`config.mk`:
```
export PLATFORM = sky130hd
export DESIGN_NAME = instr_fetch
export DESIGN_NICKNAME = d
export VERILOG_FILES = /design/src/rtl/cpu_pkg.sv /design/src/rtl/pipe_reg.sv /design/src/rtl/instr_fetch.sv
export SDC_FILE = /design/constraint.sdc
export NUM_CORES = 1
export LEC_CHECK = 0
export ABC_AREA = 1
export CAP_MARGIN = 20
export CORE_MARGIN = 2
export CORE_UTILIZATION = 41
export CTS_BUF_LIST = sky130_fd_sc_hd__clkbuf_2
export CTS_CLUSTER_DIAMETER = 80
export CTS_CLUSTER_SIZE = 28
export DETAILED_ROUTE_END_ITERATION = 10
export MAX_ROUTING_LAYER = met4
export PLACE_DENSITY = 0.82
export RECOVER_POWER = 50
export SLEW_MARGIN = 20
export SYNTH_ARGS = -nofsm -noshare
export SYNTH_HDL_FRONTEND = slang
export SYNTH_HIERARCHICAL = 1
export SYNTH_SLANG_ARGS = --single-unit
```
`constraint.sdc`:
```
create_clock -name clk -period 1.4 [get_ports clk]
set_clock_uncertainty 0.1 [all_clocks]
set_input_delay 0.42 -clock clk [delete_from_list [all_inputs] [get_ports clk]]
set_output_delay 0.42 -clock clk [all_outputs]
set_load 0.02 [all_outputs]
```
`src/rtl/cpu_pkg.sv`:
```
// Shared definitions for the fetch/decode front end: opcodes, instruction
// field positions, default PC width and the fetch state encoding.
package cpu_pkg;

    localparam int PC_W_DEF = 4;

    localparam logic [1:0] OP_MOV  = 2'b00;
    localparam logic [1:0] OP_ADD  = 2'b01;
    localparam logic [1:0] OP_SUB  = 2'b10;
    localparam logic [1:0] OP_HALT = 2'b11;

    localparam int OP_HI  = 7;
    localparam int OP_LO  = 6;
    localparam int RD_HI  = 5;
    localparam int RD_LO  = 3;
    localparam int SRC_HI = 2;
    localparam int SRC_LO = 0;

    typedef enum logic [1:0] {
        ST_IDLE   = 2'd0,
        ST_FETCH  = 2'd1,
        ST_HALTED = 2'd2
    } state_t;

endpackage

```
`src/rtl/pipe_reg.sv`:
```
// Single-entry valid/ready output register with flush. A flush always wins
// over a load or a drain, so a redirected entry can never leak out.
module pipe_reg #(
    parameter int                DATA_W     = 8,
    parameter logic [DATA_W-1:0] RESET_DATA = '0
) (
    input  logic              clk,
    input  logic              rst,
    input  logic              flush,
    input  logic              load,
    input  logic [DATA_W-1:0] in_data,
    input  logic              out_ready,
    output logic              out_valid,
    output logic [DATA_W-1:0] out_data
);

    always_ff @(posedge clk) begin
        if (rst) begin
            out_valid <= 1'b0;
            out_data  <= RESET_DATA;
        end else begin
            if (flush) begin
                out_valid <= 1'b0;
            end else if (load) begin
                out_valid <= 1'b1;
            end else if (out_ready) begin
                out_valid <= 1'b0;
            end
            if (load && !flush) begin
                out_data <= in_data;
            end
        end
    end

endmodule

```
`src/rtl/instr_fetch.sv`:
```
// Instruction fetch and decode: walks the PC through instruction memory,
// splits each word into op/rd/src fields and hands it out on valid/ready.
module instr_fetch
    import cpu_pkg::*;
#(
    parameter int          PC_W     = PC_W_DEF,
    parameter int unsigned RESET_PC = 0
) (
    input  logic            clk,
    input  logic            rst,
    input  logic            start,
    output logic [PC_W-1:0] pc,
    input  logic [7:0]      instr,
    input  logic            redirect_valid,
    input  logic [PC_W-1:0] redirect_pc,
    output logic            out_valid,
    input  logic            out_ready,
    output logic [1:0]      dec_op,
    output logic [2:0]      dec_rd,
    output logic [2:0]      dec_src,
    output logic [PC_W-1:0] dec_pc,
    output logic            halted
);

    localparam logic [PC_W-1:0] RST_PC = PC_W'(RESET_PC);
    localparam int              DATA_W = 2 + 3 + 3 + PC_W;

    state_t            state;
    state_t            state_next;
    logic              slot_free;
    logic              capture;
    logic              flush;
    logic              restart;
    logic [DATA_W-1:0] in_data;
    logic [DATA_W-1:0] out_data;

    assign slot_free = !out_valid || out_ready;
    assign in_data   = {instr[OP_HI:OP_LO], instr[RD_HI:RD_LO], instr[SRC_HI:SRC_LO], pc};

    always_ff @(posedge clk) begin
        if (rst) begin
            state <= ST_IDLE;
        end else begin
            state <= state_next;
        end
    end

    // A redirect suppresses the capture, so a HALT under redirect is never seen.
    always_comb begin
        state_next = state;
        unique case (state)
            ST_IDLE:   if (start) state_next = ST_FETCH;
            ST_FETCH:  if (capture && instr[OP_HI:OP_LO] == OP_HALT) state_next = ST_HALTED;
            ST_HALTED: if (restart) state_next = ST_FETCH;
            default:   state_next = ST_IDLE;
        endcase
    end

    always_comb begin
        capture = 1'b0;
        flush   = 1'b0;
        restart = 1'b0;
        halted  = 1'b0;
        unique case (state)
            ST_FETCH: begin
                flush   = redirect_valid;
                capture = !redirect_valid && slot_free;
            end
            ST_HALTED: begin
                halted  = !out_valid;
                restart = start && !out_valid;
            end
            default: ;
        endcase
    end

    always_ff @(posedge clk) begin
        if (rst) begin
            pc <= RST_PC;
        end else if (flush) begin
            pc <= redirect_pc;
        end else if (capture) begin
            pc <= pc + PC_W'(1);
        end else if (restart) begin
            pc <= RST_PC;
        end
    end

    pipe_reg #(
        .DATA_W     (DATA_W),
        .RESET_DATA ({8'b0, RST_PC})
    ) u_out (
        .clk       (clk),
        .rst       (rst),
        .flush     (flush),
        .load      (capture),
        .in_data   (in_data),
        .out_ready (out_ready),
        .out_valid (out_valid),
        .out_data  (out_data)
    );

    assign {dec_op, dec_rd, dec_src, dec_pc} = out_data;

endmodule
```
# Word level (Yosys, flattened, before mapping)
# Cells that the tools add are included.
# word_totals
reg_bits,19
latchBits,0
ram_bits,0
romBits,0
input_bits,17
out_inout_bits,18
elab_cells,37
n_memories,0
# op_classes
n_addsub,1
multipliers,0
div,0
magnitude_cmp,0
n_eq_ne,6
shift,0
mux,13
n_bitwise,0
reduce_logical,13
# op_table
operator,n
$mux W4,3
$mux W1,6
$mux W2,3
$ne A2 B2 Y1 const B,3
$pmux W2 S3,1
$add A4 B1 Y4 const B,1
$eq A2 B2 Y1 const B,2
$logic_and A1 B1 Y1,4
$logic_not A1 Y1,3
$reduce_and A3 Y1,1
$reduce_bool A3 Y1,1
$eq A2 B1 Y1 const B,1
$logic_not A2 Y1,1
$reduce_bool A2 Y1,1
$reduce_or A2 Y1,1
$logic_or A1 B1 Y1,1

# Longest topological paths before layout
# depth
ltp_word,7
mapped_depth,9
ltp_nobuf,8

# By module
# The synthesis kept the hierarchy.
# by_module_without_submodules
mod,instances,cells_per_inst,area_per_inst_um2
pipe_reg,1,85,563.0
instr_fetch,1,57,380.4

# Worst setup path before layout
# Ideal clock, no wire load.
# synth_timing
path_kind,register to output
startpoint,register u_out.out_valid
endpoint,output halted
arrival_ns,0.927
required_ns,0.880
path_slack_ns,-0.047
path_stages_with_launch,2
n_path_buf,0
cell_sequence,dfxtp_1 -> nor3_1
# synth_between
elab_chain_cells,2
# synth_rtl
element,line,text
start: declaration,pipe_reg.sv:13,"output logic out_valid,"
start signal: assignment,pipe_reg.sv:19,out_valid <= 1'b0;
start signal: assignment,pipe_reg.sv:23,out_valid <= 1'b0;
start signal: assignment,pipe_reg.sv:25,out_valid <= 1'b1;
$logic_not A1 Y1,instr_fetch.sv:70,halted = !out_valid;
$mux W1,instr_fetch.sv:64,unique case (state)
end: declaration,instr_fetch.sv:22,output logic halted
# No other way between the ends.

# Worst setup path in the final report
# Same ends and word-level chain as after synthesis.

==> impl_metrics.csv <==
group,metric,value,unit
outcome,outcome,"finished with violations",
outcome,violations,"setup timing",
critical_path,startpoint,"u_out/out_valid$_SDFFE_PP0P_",
clock_network,clk_pin_slew,0.18,ns
synth,avgSynthCellArea,6.64,um^2
final_layout,fill_cells,195,
die,chipHeight,52.0,um
synth,yosysMostFrequentCell,"nor2_1",
die,std_cell_rows,17,
clock_network,root_buffer,"clkbuf_2",
detailed_routing,viasPerCell,4.67,
synth,yosys_warnings,6,
synth,synthCells,142,
clock_network,h-tree-depth,1,
die,ios,35,
synth,synthFlopType,"dfxtp_1",
detailed_routing,drc,0,
power,power.share.combinational,0.300,
sta,max_freq,652,MHz
synth,yosys-top-cells-area,"dfxtp_1, nor2_1, nand2_1",
power,pwr-share-clk,0.201,
run,maxCapViolations,0,
die,die_w,52.0,um
detailed_routing,firstDrtPassIters,6,
die,initial_core_util,0.431,
clock_network,tritoncts,"built",
global_route,grt_usage,0.211,
place,gp_congestion,0.883,
place,place_hpwl,1870,um
sta,slew_headroom,0.838,
power,p_leak,0.000765,uW
clock_network,cts_setup_buffers,0,
global_route,antenna_found_initial,0,
critical_path,criticalPathCategory,"register to output port",
synth,synth_top_cell_area_share,0.403,
power,seq_power_share,0.499,
synth,yosysSeqAreaShare,0.403,
synth,ys_ff_latch,19,
synth,ys_top_cells_by_count,"nor2_1, nand2_1, inv_1, dfxtp_1, nand3_1",
power,irDropWorstVdd,0.617,mV
sta,layout_min_cycle_time,1.53,ns
critical_path,critPathArrivalTime,1.01,ns
clock_network,cts_num_sinks,19,
critical_path,reg2reg_from,"state[0]$_SDFFE_PP0P_",
power,power_density,788,nW/um^2
synth,synthDistinctLibCells,20,
synth,async_flop_share,0,
global_route,grt_pass1_vias,1059,
detailed_routing,wl_per_cell,10.6,um
final_layout,drive_above_1_share,0.379,
die,core-area,2190,um^2
synth,yosys.area.top_type,"dfxtp_1",
detailed_routing,drt_iter0_drc,25,
power,power_switching,365,uW
detailed_routing,via_count,1093,
sta,rsz0062_at_grt,"true",
sta,finalSetupViolCount,14,
critical_path,worst-path-max-fanout,4,
sta,layout_setup_ws,-0.133,ns
critical_path,endpoint_kind,"output port",
critical_path,crit_required,0.88,ns
final_layout,final_nets,225,
detailed_routing,ant_nets,0,
sta,fin_crit_sh,1.10,
clock_network,numCtsBuffers,3,
final_layout,diodes,0,
sta,hold_viol,0,
sta,worst_pin_slew,0.241,ns
die,die_area,2700,um^2
synth,synth_area,943,um^2
critical_path,cp-start-kind,"register",
global_route,grt_max_degree,14,
global_route,grt_first_pass_wirelength,4210,um
detailed_routing,routed_wirelength,2490,um
synth,synth_edf_count,0,
final_layout,regArea,397,um^2
clock_network,clk_latency,0.31,ns
min_path,hp-start,"u_out/out_data[5]$_SDFFE_PP0P_",
synth,synth_nets,160,
power,swShare,0.306,
final_layout,multi_input_area,477,um^2
final_layout,stdcell_count,234,
place,dp.cells,229,
sta,slew_violations,0,
global_route,grt_remaining_overflow,0,
power,cell_internal_pwr,827,uW
place,numPortBuffers,34,
final_layout,syn_to_final_growth,60.5,%
min_path,hp-class,"register to register",
power,power.total,1190,uW
clock_network,clk_path_buf_depth,2,
worst max-delay path: stages (launching register included):
cell and delay [ns]:
dfxtp_4 0.40, nor3_2 0.15, buf_4 0.16
power by group through the flow:
stage / Clock, uW / Combinational [uW] / Sequential (uW)
after global routing: 265 / 392 / 600
after global placement: 0 / 356 / 603
after detailed placement: 0 / 365 / 606
after floorplan: 0 / 123 / 650
after CTS: 248 / 349 / 593
final: 240 / 358 / 595
per-stage QoR:
stage / utilization / setup WS, ns / area (um^2) / TNS, ns / hold slack [ns]
after floorplan: - / 0.0271 / 950 / 0 / 0.389
after global placement: 0.693 / -0.393 / 1520 / -7.49 / 0.365
after detailed placement: 0.693 / -0.450 / 1520 / -8.07 / 0.379
after CTS: 0.676 / -0.151 / 1480 / -0.346 / 0.400
after global routing: 0.691 / -0.198 / 1510 / -2.28 / 0.434
final: 0.691 / -0.133 / 1510 / -0.533 / 0.398
layer usage:
layer | GRT usage | part of all wire | up-vias
met4 | 0.0702 | 0.010 | 0
li1 | - | - | 570
met5 | - | 0 | -
met1 | 0.232 | 0.42 | 487
met2 | 0.388 | 0.51 | 31
met3 | 0.0287 | 0.052 | 5
cells by family (layout without fill, tap and decap cells):
| logic type | after synthesis | count (layout) | synth area share |
|---|---|---|---|
| buffers and inverters | 30 | 93 | 0.129 |
| AOI/OAI and AO/OA | 12 | 12 | 0.0743 |
| xor gates and xnor gates | 1 | 1 | 0.00929 |
| adders and majority gates | 1 | 1 | 0.0133 |
| DFF | 19 | 19 | 0.403 |
| and+or+nand+nor | 79 | 80 | 0.371 |
registers in the layout, summed over array words and instances (netlist names):
signal,count
u_out/out_data,12
pc,4
state,2
u_out/out_valid,1
layout make-up:
cell class,count,share of cell area
timing repair buffer,63,0.322
multi-input combinational,94,0.315
sequential,19,0.262
inverter,26,0.0645
tap,28,0.0231
clock buffer,4,0.0132
layout by cell type (no fill, tap or decap), drive strengths merged:
master | Yosys | final
o21bai | 1 | 1
o21a | 3 | 3
buf | 3 | 45
nand4 | 4 | 4
nand2 | 24 | 24
clkdlybuf4s50 | 0 | 16
clkbuf | 1 | 6
nor3 | 1 | 1
ha | 1 | 1
o21ai | 2 | 2
a21oi | 6 | 6
inv | 26 | 26
nor2 | 32 | 33
xnor2 | 1 | 1
nand3 | 18 | 18
dfxtp | 19 | 19
path summary, 6_finish.rpt:
path,end,slack (ns),cells past startpoint
worst max-delay path,halted,-0.13,2
worst min-delay path,u_out/out_data[5]$_SDFFE_PP0P_,0.40,2
worst max register to register,u_out/out_data[9]$_SDFFE_PP0P_,-0.05,9
worst min register to register,u_out/out_data[5]$_SDFFE_PP0P_,0.40,2
what timing repair did:
action,in CTS,in global routing
cloned,1,0
setup endpoints to repair,32,29
endpoints found under the hold margin,0,0
gates resized for setup,84,16
hold buffers,0,0
pin swaps,4,5
Power figures use the tool's default switching activity.
